## src/rtl/divisor_sequencial_if.sv

```systemverilog
// divisor_sequencial_if
//   Handshake and data bundle for the sequential restoring divider.
//   master : requester side (drives St and operands, observes results)
//   slave  : divider side   (samples St and operands, drives results)
//   Signals:
//     St        start request, level-sampled while the divider is idle
//     Dividendo 2N-bit unsigned dividend
//     Divisor   N-bit unsigned divisor
//     Done      one-cycle pulse, result/Ovf valid
//     Idle      divider ready to accept St
//     Quociente N-bit quotient
//     Resto     N-bit remainder
//     Ovf       overflow / divide-by-zero flag
interface divisor_sequencial_if #(
  parameter int N = 16
);
  logic           St;
  logic [2*N-1:0] Dividendo;
  logic [N-1:0]   Divisor;
  logic           Done;
  logic           Idle;
  logic [N-1:0]   Quociente;
  logic [N-1:0]   Resto;
  logic           Ovf;

  modport master (
    output St, Dividendo, Divisor,
    input  Done, Idle, Quociente, Resto, Ovf
  );

  modport slave (
    input  St, Dividendo, Divisor,
    output Done, Idle, Quociente, Resto, Ovf
  );
endinterface

```

## src/rtl/divisor_sequencial.sv

```systemverilog
// divisor_sequencial
//   Sequential restoring divider: 2N-bit unsigned dividend / N-bit unsigned
//   divisor -> N-bit quotient and N-bit remainder, one quotient bit per clock.
//   Overflow (quotient would not fit in N bits) and divide-by-zero are caught
//   in a single check cycle before any iteration is spent.
//   Ports:
//     Clk  system clock, all state changes on the rising edge
//     Rst  synchronous active-high reset, highest priority
//     bus  divisor_sequencial_if.slave (St/Done/Idle handshake, operands,
//          registered Quociente/Resto/Ovf)
module divisor_sequencial #(
  parameter int N = 16
) (
  input logic                 Clk,
  input logic                 Rst,
  divisor_sequencial_if.slave bus
);

  localparam int CW = (N > 1) ? $clog2(N) : 1;
  localparam logic [CW-1:0] CNT_LAST = CW'(N - 1);

  typedef enum logic [1:0] {
    IDLE  = 2'd0,
    CHECK = 2'd1,
    ITER  = 2'd2,
    DONE  = 2'd3
  } state_t;

  state_t        state;
  state_t        state_next;
  logic [2*N:0]  acc;
  logic [2*N:0]  acc_shift;
  logic [2*N:0]  acc_step;
  logic [N:0]    acc_hi_sub;
  logic [N-1:0]  dreg;
  logic [CW-1:0] cnt;
  logic          check_ovf;
  logic          last_iter;

  // Early-termination test: the quotient only fits in N bits when the upper
  // half of the dividend is strictly below the divisor.
  always_comb begin
    check_ovf = (dreg == {N{1'b0}}) || (acc[2*N-1:N] >= dreg);
    last_iter = (cnt == CNT_LAST);
  end

  // One restoring step. The partial remainder is compared on N+1 bits so the
  // bit shifted out of the N-bit window still takes part in the comparison.
  always_comb begin
    acc_shift  = acc << 1;
    acc_hi_sub = acc_shift[2*N:N] - {1'b0, dreg};
    if (acc_shift[2*N:N] >= {1'b0, dreg}) begin
      acc_step = {acc_hi_sub, acc_shift[N-1:1], 1'b1};
    end else begin
      acc_step = acc_shift;
    end
  end

  // FSM state register.
  always_ff @(posedge Clk) begin
    if (Rst) begin
      state <= IDLE;
    end else begin
      state <= state_next;
    end
  end

  // FSM next-state logic.
  always_comb begin
    state_next = state;
    case (state)
      IDLE: begin
        if (bus.St) begin
          state_next = CHECK;
        end else begin
          state_next = IDLE;
        end
      end
      CHECK: begin
        if (check_ovf) begin
          state_next = DONE;
        end else begin
          state_next = ITER;
        end
      end
      ITER: begin
        if (last_iter) begin
          state_next = DONE;
        end else begin
          state_next = ITER;
        end
      end
      DONE:    state_next = IDLE;
      default: state_next = IDLE;
    endcase
  end

  // FSM outputs: pure decodes of the state register.
  always_comb begin
    bus.Idle = (state == IDLE);
    bus.Done = (state == DONE);
  end

  // Datapath: operand latch, iteration, result registers.
  always_ff @(posedge Clk) begin
    if (Rst) begin
      acc           <= {(2*N+1){1'b0}};
      dreg          <= {N{1'b0}};
      cnt           <= {CW{1'b0}};
      bus.Quociente <= {N{1'b0}};
      bus.Resto     <= {N{1'b0}};
      bus.Ovf       <= 1'b0;
    end else begin
      case (state)
        IDLE: begin
          if (bus.St) begin
            acc     <= {1'b0, bus.Dividendo};
            dreg    <= bus.Divisor;
            bus.Ovf <= 1'b0;
          end
        end
        CHECK: begin
          // On overflow the previous quotient/remainder are kept on purpose.
          if (check_ovf) begin
            bus.Ovf <= 1'b1;
          end else begin
            cnt <= {CW{1'b0}};
          end
        end
        ITER: begin
          acc <= acc_step;
          cnt <= cnt + CW'(1);
          if (last_iter) begin
            bus.Quociente <= acc_step[N-1:0];
            bus.Resto     <= acc_step[2*N-1:N];
          end
        end
        default: begin
          cnt <= cnt;
        end
      endcase
    end
  end

endmodule
```

## src/flat_wrapper.sv

```systemverilog
// flat-port wrapper written by rule: the top's interface ports become plain ports
module divisor_sequencial_flat 
#(
  parameter int N = 16
)
  (Clk, Rst, bus_St, bus_Dividendo, bus_Divisor, bus_Done, bus_Idle, bus_Quociente, bus_Resto, bus_Ovf);
  divisor_sequencial_if #(.N(N)) bus_i ();
  input logic Clk;
  input logic Rst;
  input wire logic [$bits(bus_i.St)-1:0] bus_St;
  input wire logic [$bits(bus_i.Dividendo)-1:0] bus_Dividendo;
  input wire logic [$bits(bus_i.Divisor)-1:0] bus_Divisor;
  output wire logic [$bits(bus_i.Done)-1:0] bus_Done;
  output wire logic [$bits(bus_i.Idle)-1:0] bus_Idle;
  output wire logic [$bits(bus_i.Quociente)-1:0] bus_Quociente;
  output wire logic [$bits(bus_i.Resto)-1:0] bus_Resto;
  output wire logic [$bits(bus_i.Ovf)-1:0] bus_Ovf;
  assign bus_i.St = bus_St;
  assign bus_i.Dividendo = bus_Dividendo;
  assign bus_i.Divisor = bus_Divisor;
  assign bus_Done = bus_i.Done;
  assign bus_Idle = bus_i.Idle;
  assign bus_Quociente = bus_i.Quociente;
  assign bus_Resto = bus_i.Resto;
  assign bus_Ovf = bus_i.Ovf;
  divisor_sequencial #(.N(N)) u_core (.Clk(Clk), .Rst(Rst), .bus(bus_i));
endmodule
```

## config.mk

```make
export PLATFORM = sky130hd
export DESIGN_NAME = divisor_sequencial_flat
export DESIGN_NICKNAME = d
export VERILOG_FILES = /design/src/rtl/divisor_sequencial_if.sv /design/src/rtl/divisor_sequencial.sv /design/src/flat_wrapper.sv
export SDC_FILE = /design/constraint.sdc
export NUM_CORES = 1
export LEC_CHECK = 0
export CORE_MARGIN = 10
export CORE_UTILIZATION = 57
export CTS_BUF_LIST = sky130_fd_sc_hd__clkbuf_16
export DETAILED_ROUTE_END_ITERATION = 10
export HOLD_SLACK_MARGIN = 0.05
export PLACE_DENSITY_LB_ADDON = 0.3
export SYNTH_ARGS = -nofsm -noshare
export SYNTH_HDL_FRONTEND = slang
export SYNTH_SLANG_ARGS = --single-unit
```

## constraint.sdc

```tcl
create_clock -name Clk -period 5.2 [get_ports Clk]
set_clock_uncertainty 0.05 [all_clocks]
set_input_delay 0.52 -clock Clk [delete_from_list [all_inputs] [get_ports Clk]]
set_output_delay 0.52 -clock Clk [all_outputs]
set_load 0.03 [all_outputs]
```

==> metrics, run 1 <==
status=complete, no violations; Setup CP Type=flip-flop to flip-flop; Remaining Overflow, GRT=0; Max Root-Sink Buffers=2; setup slack at placement=~1.8 ns; Worst-Margin Slew=1.09 ns; row cnt=33; R2R Setup Slk=1.72 ns; die height=about 110 µm; Worst slew margin=a little over a quarter; Synth Flop Type=dfxtp_1; buffers added on ports=85; Max Fclk=roughly 290 MHz; Worst Hold End=u_core.bus.Quociente[5]$_SDFFE_PP0P_; Crit path required time=roughly 5.4 ns; die area=about 13,000 µm²; Worst Setup Slack, final=between 1.5 and 2 ns; via density per instance=between 5 and 6; antenna viol nets, final=0; async set-reset flop share out of synthesis=0%; Initial Util=roughly three fifths; syn_area_per_cell=around 8.1 µm²; drt total wl=approximately 14,000 µm; power consumption=about 3.9 mW; Total Routing Usage GR=20.7%; largest net degree at the start of global routing=just under 80; DR WL/cell=17.6 µm; hold depth=2; Placed Cells=754; core area=about 8200 µm²; CP Cell Sequence=inv_1 > ha_2 > inv_1 > o21ai_2 > buf_4 > nand2_1 > a211oi_1 > a31o_2; DP HPWL=just over 10,000 µm; Pwr Density=between 600 and 700 nW/µm²; sum of buffers and inverters on the critical path=3; CTS tree=yes; Reg clk slew, reported paths=roughly 0.07 ns; min-delay src=u_core.bus.Quociente[5]$_SDFFE_PP0P_; crit-path most repeated cell=inv_1; Leak=between 2 and 2.5 nW; H-tree Lvls=3; worst r2r src=u_core.state[0]$_SDFF_PP0_; CP top delay family=buffers and inverters; worst-skew pair later-pin latency=0.33 ns; routability cong.=between 0.9 and 1; final setup TNS=0 ns; number of antenna repair diodes=0; Reg2Reg Depth=8; Final Max Slew Viols=0; CP Max Fanout=between 40 and 50; Finished Layout Cells=770; Worst setup SP type=flip-flop; Tcrit/Tclk final=between 60% and 70%; final setup vio count=0; area share of the largest cell type after synthesis=36.0%; share of post-route cells with drive strength above 1=6.02%; Synth area leaders=dfxtp_1, ha_1, nand2_1; cts bufs inserted=9; Post-CTS Setup Inserts=0; Area Growth Syn to Fin=23.8%; WP depth=8; fin crit period=3.48 ns; initial antenna violation count=0; Final Hold Vio Count=0; Clock Tree Root=clkbuf_16; PostCTS Resize Cnt=0; first-pass GRT wire length=about 22,000 µm; number of I/O pins=86; yosys synthesis warning count=0; Mapped Cells=about 590; unique cell type count in the Yosys netlist=53; number of remaining DRC errors=0; Cell Area, Synth=roughly 4800 µm²; total number of vias=4,535; final-stage net count=about 750; Starting DRT DRC Count=310; Critical Path Max Stage Delay=0.92 ns; Pre-antenna DRT Iters=5; Fill cells=roughly 660; Worst VDD drop=~0.00034 V; Synth area leader=dfxtp_1; RSZ-0062 raised after global routing=false; Synth Register Bits=87; number of flops mapped to enable cells by yosys=0; reg2reg end=u_core.acc[20]$_SDFFE_PP0P_; Slowest cell on crit path=ha_2; vias in the first global route=about 4,400; Setup crit end kind=flip-flop; Seq/Total Area, Yosys=around 36%; Max-Cap Viols=0; die span in x=between 100 and 150 µm; syn_nets=683; data arrival time of the critical path=3.70 ns; HP Class=flip-flop to flip-flop; hold buffer count at cts=0; clk sinks=just under 90
==> per-stage QoR <==
step                      utilization, %  instance area [µm²]  hold slack [ns]
after floorplan                        -                 4830            0.395
after global placement              69.4                 5700            0.393
after detailed placement            69.4                 5700            0.399
after global routing                72.8                 5980            0.426
final                               72.8                 5980            0.406
after CTS                           72.8                 5980            0.408
==> power breakdown <==
part | total (mW) | internal, mW | switching [mW]
logic | 2.34 | 0.979 | 1.36
clock network | 0.607 | 0.330 | 0.278
registers | 0.970 | 0.812 | 0.158
==> area by class of cell <==
| class | instances | area (µm²) | share of cell area, % |
|---|---|---|---|
| Inverter | 26 | 97.6 | 1.63 |
| Timing Repair Buffer | 88 | 868 | 14.5 |
| Tap cell | 105 | 131 | 2.20 |
| Sequential cell | 87 | 1740 | 29.1 |
| Clock buffer | 9 | 225 | 3.76 |
| Multi-Input combinational cell | 448 | 2870 | 47.9 |
| Clock inverter | 7 | 55.1 | 0.920 |
==> cell usage in the layout, fill, tap and decap left out, types with 3 or more instances in the layout <==
| cell | count |
|---|---|
| clkbuf_16 | 9 |
| a31oi_1 | 9 |
| a21oi_1 | 67 |
| mux2_2 | 4 |
| nand2b_1 | 4 |
| a21o_1 | 7 |
| nor3_1 | 7 |
| a31o_2 | 4 |
| o21ai_0 | 13 |
| clkdlybuf4s50_1 | 84 |
| ha_1 | 36 |
| o21a_1 | 6 |
| nor2_1 | 54 |
| nand2_1 | 100 |
| nand4_1 | 6 |
| nand3_1 | 9 |
| mux2i_1 | 28 |
| and3_1 | 4 |
| xnor2_1 | 11 |
| a211oi_1 | 36 |
| inv_1 | 26 |
| buf_4 | 3 |
| nor4_1 | 5 |
| dfxtp_1 | 87 |
| o32ai_1 | 3 |
==> worst min-delay path, delay by kind of cell (launching register included) <==
family          cells  cell delay (ns)
flops               1             0.31
compound gates      1             0.05
simple gates        1             0.05
==> routing by layer <==
layer / up-vias / GRT usage [%] / wire [µm]
met5: - / 0 / 0
met4: 0 / 6.60 / 278
met3: 25 / 3.62 / 640
met2: 145 / 34.6 / 6540
met1: 2128 / 26.2 / 6110
li1: 2237 / - / -
==> registers in the layout (all words and copies together) (netlist names) <==
name                  flops
u_core.acc               32
u_core.bus.Quociente     16
u_core.bus.Resto         16
u_core.dreg              16
u_core.cnt                4
u_core.state              2
u_core.bus.Ovf            1
==> worst max-delay path by stage <==
stage,slack [ns],endpoint,startpoint
finish,1.72,u_core.acc[20]$_SDFFE_PP0P_,u_core.state[0]$_SDFF_PP0_
global route,1.41,u_core.acc[20]$_SDFFE_PP0P_,u_core.state[0]$_SDFF_PP0_
CTS,1.78,u_core.acc[20]$_SDFFE_PP0P_,u_core.state[0]$_SDFF_PP0_
detailed placement,1.81,u_core.acc[20]$_SDFFE_PP0P_,u_core.state[0]$_SDFF_PP0_
global placement,2.00,u_core.acc[26]$_SDFFE_PP0P_,u_core.state[0]$_SDFF_PP0_
floorplan,2.67,u_core.acc[27]$_SDFFE_PP0P_,u_core.dreg[1]$_SDFFE_PP0P_
==> cells by family after synthesis <==
kind of cell               after synthesis  share of synthesized area, %
AOI/OAI and AO/OA                      162                          21.5
xor gates and xnor gates                14                          2.69
adders and majority gates               38                          9.99
buffers and inverters                   59                          4.92
DFF                                     87                          36.0
muxes                                   33                          7.04
and+or+nand+nor                        201                          17.8
==> synthesized netlist by cell type, drive strengths merged (4+ instances only) <==
master,n
a211oi,36
a21o,7
a21oi,67
a31o,4
a31oi,9
and3,4
buf,10
clkbuf,23
dfxtp,87
ha,37
inv,26
mux2,5
mux2i,28
nand2,101
nand2b,4
nand3,9
nand4,6
nor2,54
nor3,8
nor4,5
o21a,6
o21ai,14
xnor2,11
Note: power is estimated with default switching activity, not from simulation.
==> inputs of run 2 (changes only) <==
--- a/config.mk
+++ b/config.mk
@@ -6,7 +6,7 @@
 export NUM_CORES = 1
 export LEC_CHECK = 0
 export CORE_MARGIN = 10
-export CORE_UTILIZATION = 57
+export CORE_UTILIZATION = 53
 export CTS_BUF_LIST = sky130_fd_sc_hd__clkbuf_16
 export DETAILED_ROUTE_END_ITERATION = 10
 export HOLD_SLACK_MARGIN = 0.05
==> constraint.sdc (replaced) <==
create_clock -name Clk -period 3.4 [get_ports Clk]
set_clock_uncertainty 0.05 [all_clocks]
set_input_delay 0.34 -clock Clk [delete_from_list [all_inputs] [get_ports Clk]]
set_output_delay 0.34 -clock Clk [all_outputs]
set_load 0.03 [all_outputs]
==> metrics, run 2 (synthesis results as in run 1) <==
multi-input combinational cell area=2870 µm²; CTS tree=yes; Slowest cell on crit path=o211ai_1; hold buffer count at cts=0; DP Area=~5700 µm²; most frequent cells in the layout=nand2_1, dfxtp_1, clkdlybuf4s50_1; register area=~1700 µm²; routability cong.=between 0.8 and 0.9; initial antenna violation count=0; worst r2r src=u_core.dreg[1]$_SDFFE_PP0P_; Setup CP Type=flip-flop to flip-flop; number of remaining DRC errors=0; CP Cell Sequence=inv_1 > ha_1 > nor2b_4 > o2111ai_1 > a31oi_1 > o211ai_1 > nand2_4 > mux2_4 > o211ai_1 > a21oi_1; Remaining Overflow, GRT=0; die span in x=around 120 µm; number of I/O pins=86; status=complete, no violations; die height=between 100 and 150 µm; Max-Cap Viols=0; Largest register FFs=32; R2R Setup Slk=approximately 0.33 ns; Critical Path Max Stage Delay=around 0.44 ns; Initial Util=54.9%; DR WL/cell=roughly 18 µm; first-pass GRT wire length=around 23,000 µm; vias in the first global route=approximately 4,600; fin crit period=slightly above 3 ns; die area=around 13,000 µm²; Worst setup SP type=flip-flop; crit-path most repeated cell=o211ai_1; Max Root-Sink Buffers=2; total number of vias=about 4,600; data arrival time of the critical path=3.21 ns; Biggest register=u_core.acc; cts bufs inserted=9; H-tree Lvls=3; reg2reg end=u_core.acc[27]$_SDFFE_PP0P_; row cnt=34; Clock Tree Root=clkbuf_16; Area Growth Syn to Fin=25.1%; number of antenna repair diodes=0; Pre-antenna DRT Iters=7; Worst Hold End=u_core.bus.Quociente[3]$_SDFFE_PP0P_; DP HPWL=about 10,000 µm; worst-skew pair later-pin latency=roughly 0.34 ns; final-stage net count=between 700 and 800; Fill cells=725; Worst VDD drop=approximately 0.00044 V; Reg clk slew, reported paths=approximately 0.070 ns; min-delay src=u_core.bus.Quociente[3]$_SDFFE_PP0P_; Worst-Margin Slew=0.791 ns; Setup crit end kind=flip-flop; final setup TNS=0 ns; Max Fclk=between 300 and 400 MHz; Starting DRT DRC Count=~350; clk sinks=87; PostCTS Resize Cnt=0; final setup vio count=0; drt total wl=13,900 µm; via density per instance=around 5.9; Util after Layout=between 60% and 70%; antenna viol nets, final=0; Crit path required time=~3.5 ns; Total Routing Usage GR=a little over a fifth; Reg2Reg Depth=10; HP Class=flip-flop to flip-flop; buffers added on ports=85; Finished Layout Cells=between 700 and 800; most common cell after layout, fill and taps aside=nand2_1; core area=8810 µm²; Post-CTS Setup Inserts=0; CP Max Fanout=22; Final Max Slew Viols=0; largest net degree at the start of global routing=76; Final Hold Vio Count=0; post-route cell area=around 6000 µm²; share of post-route cells with drive strength above 1=between 6 and 7%; Pwr Density=1010 nW/µm²; Worst slew margin=47.3%; RSZ-0062 raised after global routing=false; Leak=between 2 and 2.5 nW; hold depth=2; Tcrit/Tclk final=between 90 and 100%; Placed Cells=761
[run 2: cell count changes in the layout (fill, tap and decap cells not counted), sizes merged]
cell	change
inv	-1
buf	+4
bufinv	+1
[run 2: through the flow]
step / hold WS [ns] / total power [mW] / setup WS, ns
finish: 0.409 / 6.11 / 0.326
global route: 0.433 / 6.54 / 0.0308
CTS: 0.409 / 6.06 / 0.289
detailed placement: 0.400 / 5.03 / 0.289
global placement: 0.392 / 4.92 / 0.472
floorplan: 0.395 / 4.27 / 0.873
[run 2: per-layer routing]
metal / track usage, % / vias up / share of wire (%)
met2: 35.5 / 160 / 48
met3: 5.27 / 28 / 6.6
li1: - / 2247 / -
met1: 24.8 / 2125 / 43
met5: 0 / - / 0
met4: 8.19 / 0 / 2.3
[run 2: layout make-up]
| type | count | share of cell area (%) |
|---|---|---|
| multi-input combinational | 448 | 47.5 |
| sequential | 87 | 28.8 |
| timing repair buffer | 92 | 14.9 |
| clock buffer | 9 | 3.72 |
| tap | 108 | 2.23 |
| inverter | 26 | 1.61 |
| clock inverter | 7 | 1.32 |
[run 2: worst max-delay path by stage]
stage	startpoint	endpoint	slack (ns)
global placement	u_core.dreg[1]$_SDFFE_PP0P_	u_core.acc[27]$_SDFFE_PP0P_	0.47
detailed placement	u_core.dreg[1]$_SDFFE_PP0P_	u_core.acc[27]$_SDFFE_PP0P_	0.29
floorplan	u_core.dreg[1]$_SDFFE_PP0P_	u_core.acc[27]$_SDFFE_PP0P_	0.87
finish	u_core.dreg[1]$_SDFFE_PP0P_	u_core.acc[27]$_SDFFE_PP0P_	0.33
global route	u_core.dreg[1]$_SDFFE_PP0P_	u_core.acc[16]$_SDFFE_PP0P_	0.03
CTS	u_core.dreg[1]$_SDFFE_PP0P_	u_core.acc[27]$_SDFFE_PP0P_	0.29
[run 2: where the power goes]
group          internal (mW)  total [mW]  switching (mW)  leakage, nW
Combinational           1.50        3.61            2.11         1.46
Clock                  0.579        1.02           0.439        0.143
Sequential              1.24        1.47           0.232        0.710
Total                   3.32        6.11            2.79         2.31
[run 2: critical path, delay by kind of cell (launching register included)]
kind	cells	cell delay (ns)
AO/OA/AOI/OAI	5	1.20
AND/OR/NAND/NOR	2	0.44
flip-flops	1	0.41
multiplexers	1	0.38
adder cells (fa/ha/maj)	1	0.33
buffers and inverters	1	0.09
==> inputs of run 3 (changes only) <==
--- a/config.mk
+++ b/config.mk
@@ -5,8 +5,9 @@
 export SDC_FILE = /design/constraint.sdc
 export NUM_CORES = 1
 export LEC_CHECK = 0
+export CAP_MARGIN = 10
 export CORE_MARGIN = 10
-export CORE_UTILIZATION = 53
+export CORE_UTILIZATION = 57
 export CTS_BUF_LIST = sky130_fd_sc_hd__clkbuf_16
 export DETAILED_ROUTE_END_ITERATION = 10
 export HOLD_SLACK_MARGIN = 0.05
==> constraint.sdc (replaced) <==
create_clock -name Clk -period 3.8 [get_ports Clk]
set_clock_uncertainty 0.05 [all_clocks]
set_input_delay 0.38 -clock Clk [delete_from_list [all_inputs] [get_ports Clk]]
set_output_delay 0.38 -clock Clk [all_outputs]
set_load 0.03 [all_outputs]
==> metrics, run 3 (synthesis results as in run 1) <==
Max-Cap Viols=0; Largest register FFs=32; Remaining Overflow, GRT=0; Leak=approximately 2.3 nW; CTS tree=yes; Worst VDD drop=between 0.0004 and 0.0005 V; total number of vias=about 4,600; initial antenna violation count=0; largest net degree at the start of global routing=between 70 and 80; final-stage net count=roughly 750; Setup CP Type=flip-flop to flip-flop; Worst-Margin Slew=0.784 ns; Placed Cells=~760; DP Area=about 5700 µm²; Pwr Density=approximately 890 nW/µm²; Pre-antenna DRT Iters=5; Crit path required time=about 3.9 ns; Worst setup SP type=flip-flop; worst-skew pair later-pin latency=between 0.3 and 0.4 ns; Starting DRT DRC Count=333; RSZ-0062 raised after global routing=false; Biggest register=u_core.acc; antenna viol nets, final=0; CP Max Fanout=22; buffers added on ports=85; DR WL/cell=17.9 µm; vias in the first global route=4,594; cts bufs inserted=9; fin crit period=around 3.3 ns; post-route cell area=6010 µm²; drt total wl=13,800 µm; Max Fclk=307 MHz; via density per instance=around 6; die height=between 100 and 150 µm; status=complete, no violations; die span in x=112 µm; R2R Setup Slk=~0.55 ns; Reg clk slew, reported paths=approximately 0.070 ns; number of remaining DRC errors=0; hold buffer count at cts=0; Final Max Slew Viols=0; Max Root-Sink Buffers=2; Tcrit/Tclk final=85.6%; clk sinks=87; die area=12,600 µm²; power consumption=~5.3 mW; Initial Util=58.8%; final setup vio count=0; Setup crit end kind=flip-flop; data arrival time of the critical path=between 3 and 4 ns; core area=approximately 8200 µm²; PostCTS Resize Cnt=0; number of I/O pins=between 80 and 90; most common cell after layout, fill and taps aside=nand2_1; HP Class=flip-flop to flip-flop; Area Growth Syn to Fin=24.3%; Clock Tree Root=clkbuf_16; Worst slew margin=roughly 48%; share of post-route cells with drive strength above 1=about 6.4%; Total Routing Usage GR=a little over a fifth; Post-CTS Setup Inserts=0; H-tree Lvls=3; Finished Layout Cells=between 700 and 800; first-pass GRT wire length=between 20,000 and 25,000 µm; row cnt=33; final setup TNS=0 ns; routability cong.=between 0.8 and 0.9; DP HPWL=10,200 µm; Util after Layout=73.1%; Final Hold Vio Count=0; number of antenna repair diodes=0; most frequent cells in the layout=nand2_1, dfxtp_1, clkdlybuf4s50_1
==> run 3: final timing paths <==
path,from,endpoint,cells past startpoint
hold reg to reg,u_core.bus.Quociente[5]$_SDFFE_PP0P_,u_core.bus.Quociente[5]$_SDFFE_PP0P_,2
setup reg to reg,u_core.dreg[1]$_SDFFE_PP0P_,u_core.acc[27]$_SDFFE_PP0P_,10
hold / removal,u_core.bus.Quociente[5]$_SDFFE_PP0P_,u_core.bus.Quociente[5]$_SDFFE_PP0P_,2
setup / recovery,u_core.dreg[1]$_SDFFE_PP0P_,u_core.acc[27]$_SDFFE_PP0P_,10
==> run 3: layer usage <==
layer,vias up,share of wire [%],global-route usage [%]
met3,29,6.3,4.74
met4,0,2.3,7.61
met2,155,50,37.7
li1,2245,-,-
met1,2177,41,24.8
met5,-,0,0
==> run 3: layout make-up <==
type	instances	area (µm²)
Inverter	26	97.6
Tap cell	105	131
Fill cell	635	2210
Timing Repair Buffer	91	891
Multi-Input combinational cell	448	2870
Clock inverter	7	56.3
Sequential cell	87	1740
Clock buffer	9	225
==> run 3: critical path, cell delays in order (launching register included) <==
cell	delay [ns]
dfxtp_1	0.42
inv_1	0.10
ha_1	0.32
nor2b_4	0.13
o2111ai_1	0.31
a31oi_1	0.21
o211ai_1	0.39
nand2_2	0.45
mux2_4	0.44
o211ai_1	0.17
a21oi_1	0.11
==> run 3: metrics by stage <==
step,worst slack (ns),hold WS [ns]
final,0.548,0.404
after global routing,0.296,0.426
after CTS,0.609,0.406
after detailed placement,0.691,0.397
after global placement,0.871,0.392
after floorplan,1.27,0.395
==> run 3: power by group <==
part           total, mW  switching [mW]  internal, mW
Combinational       3.17            1.84          1.33
Sequential          1.33           0.214          1.11
Clock              0.850           0.398         0.452
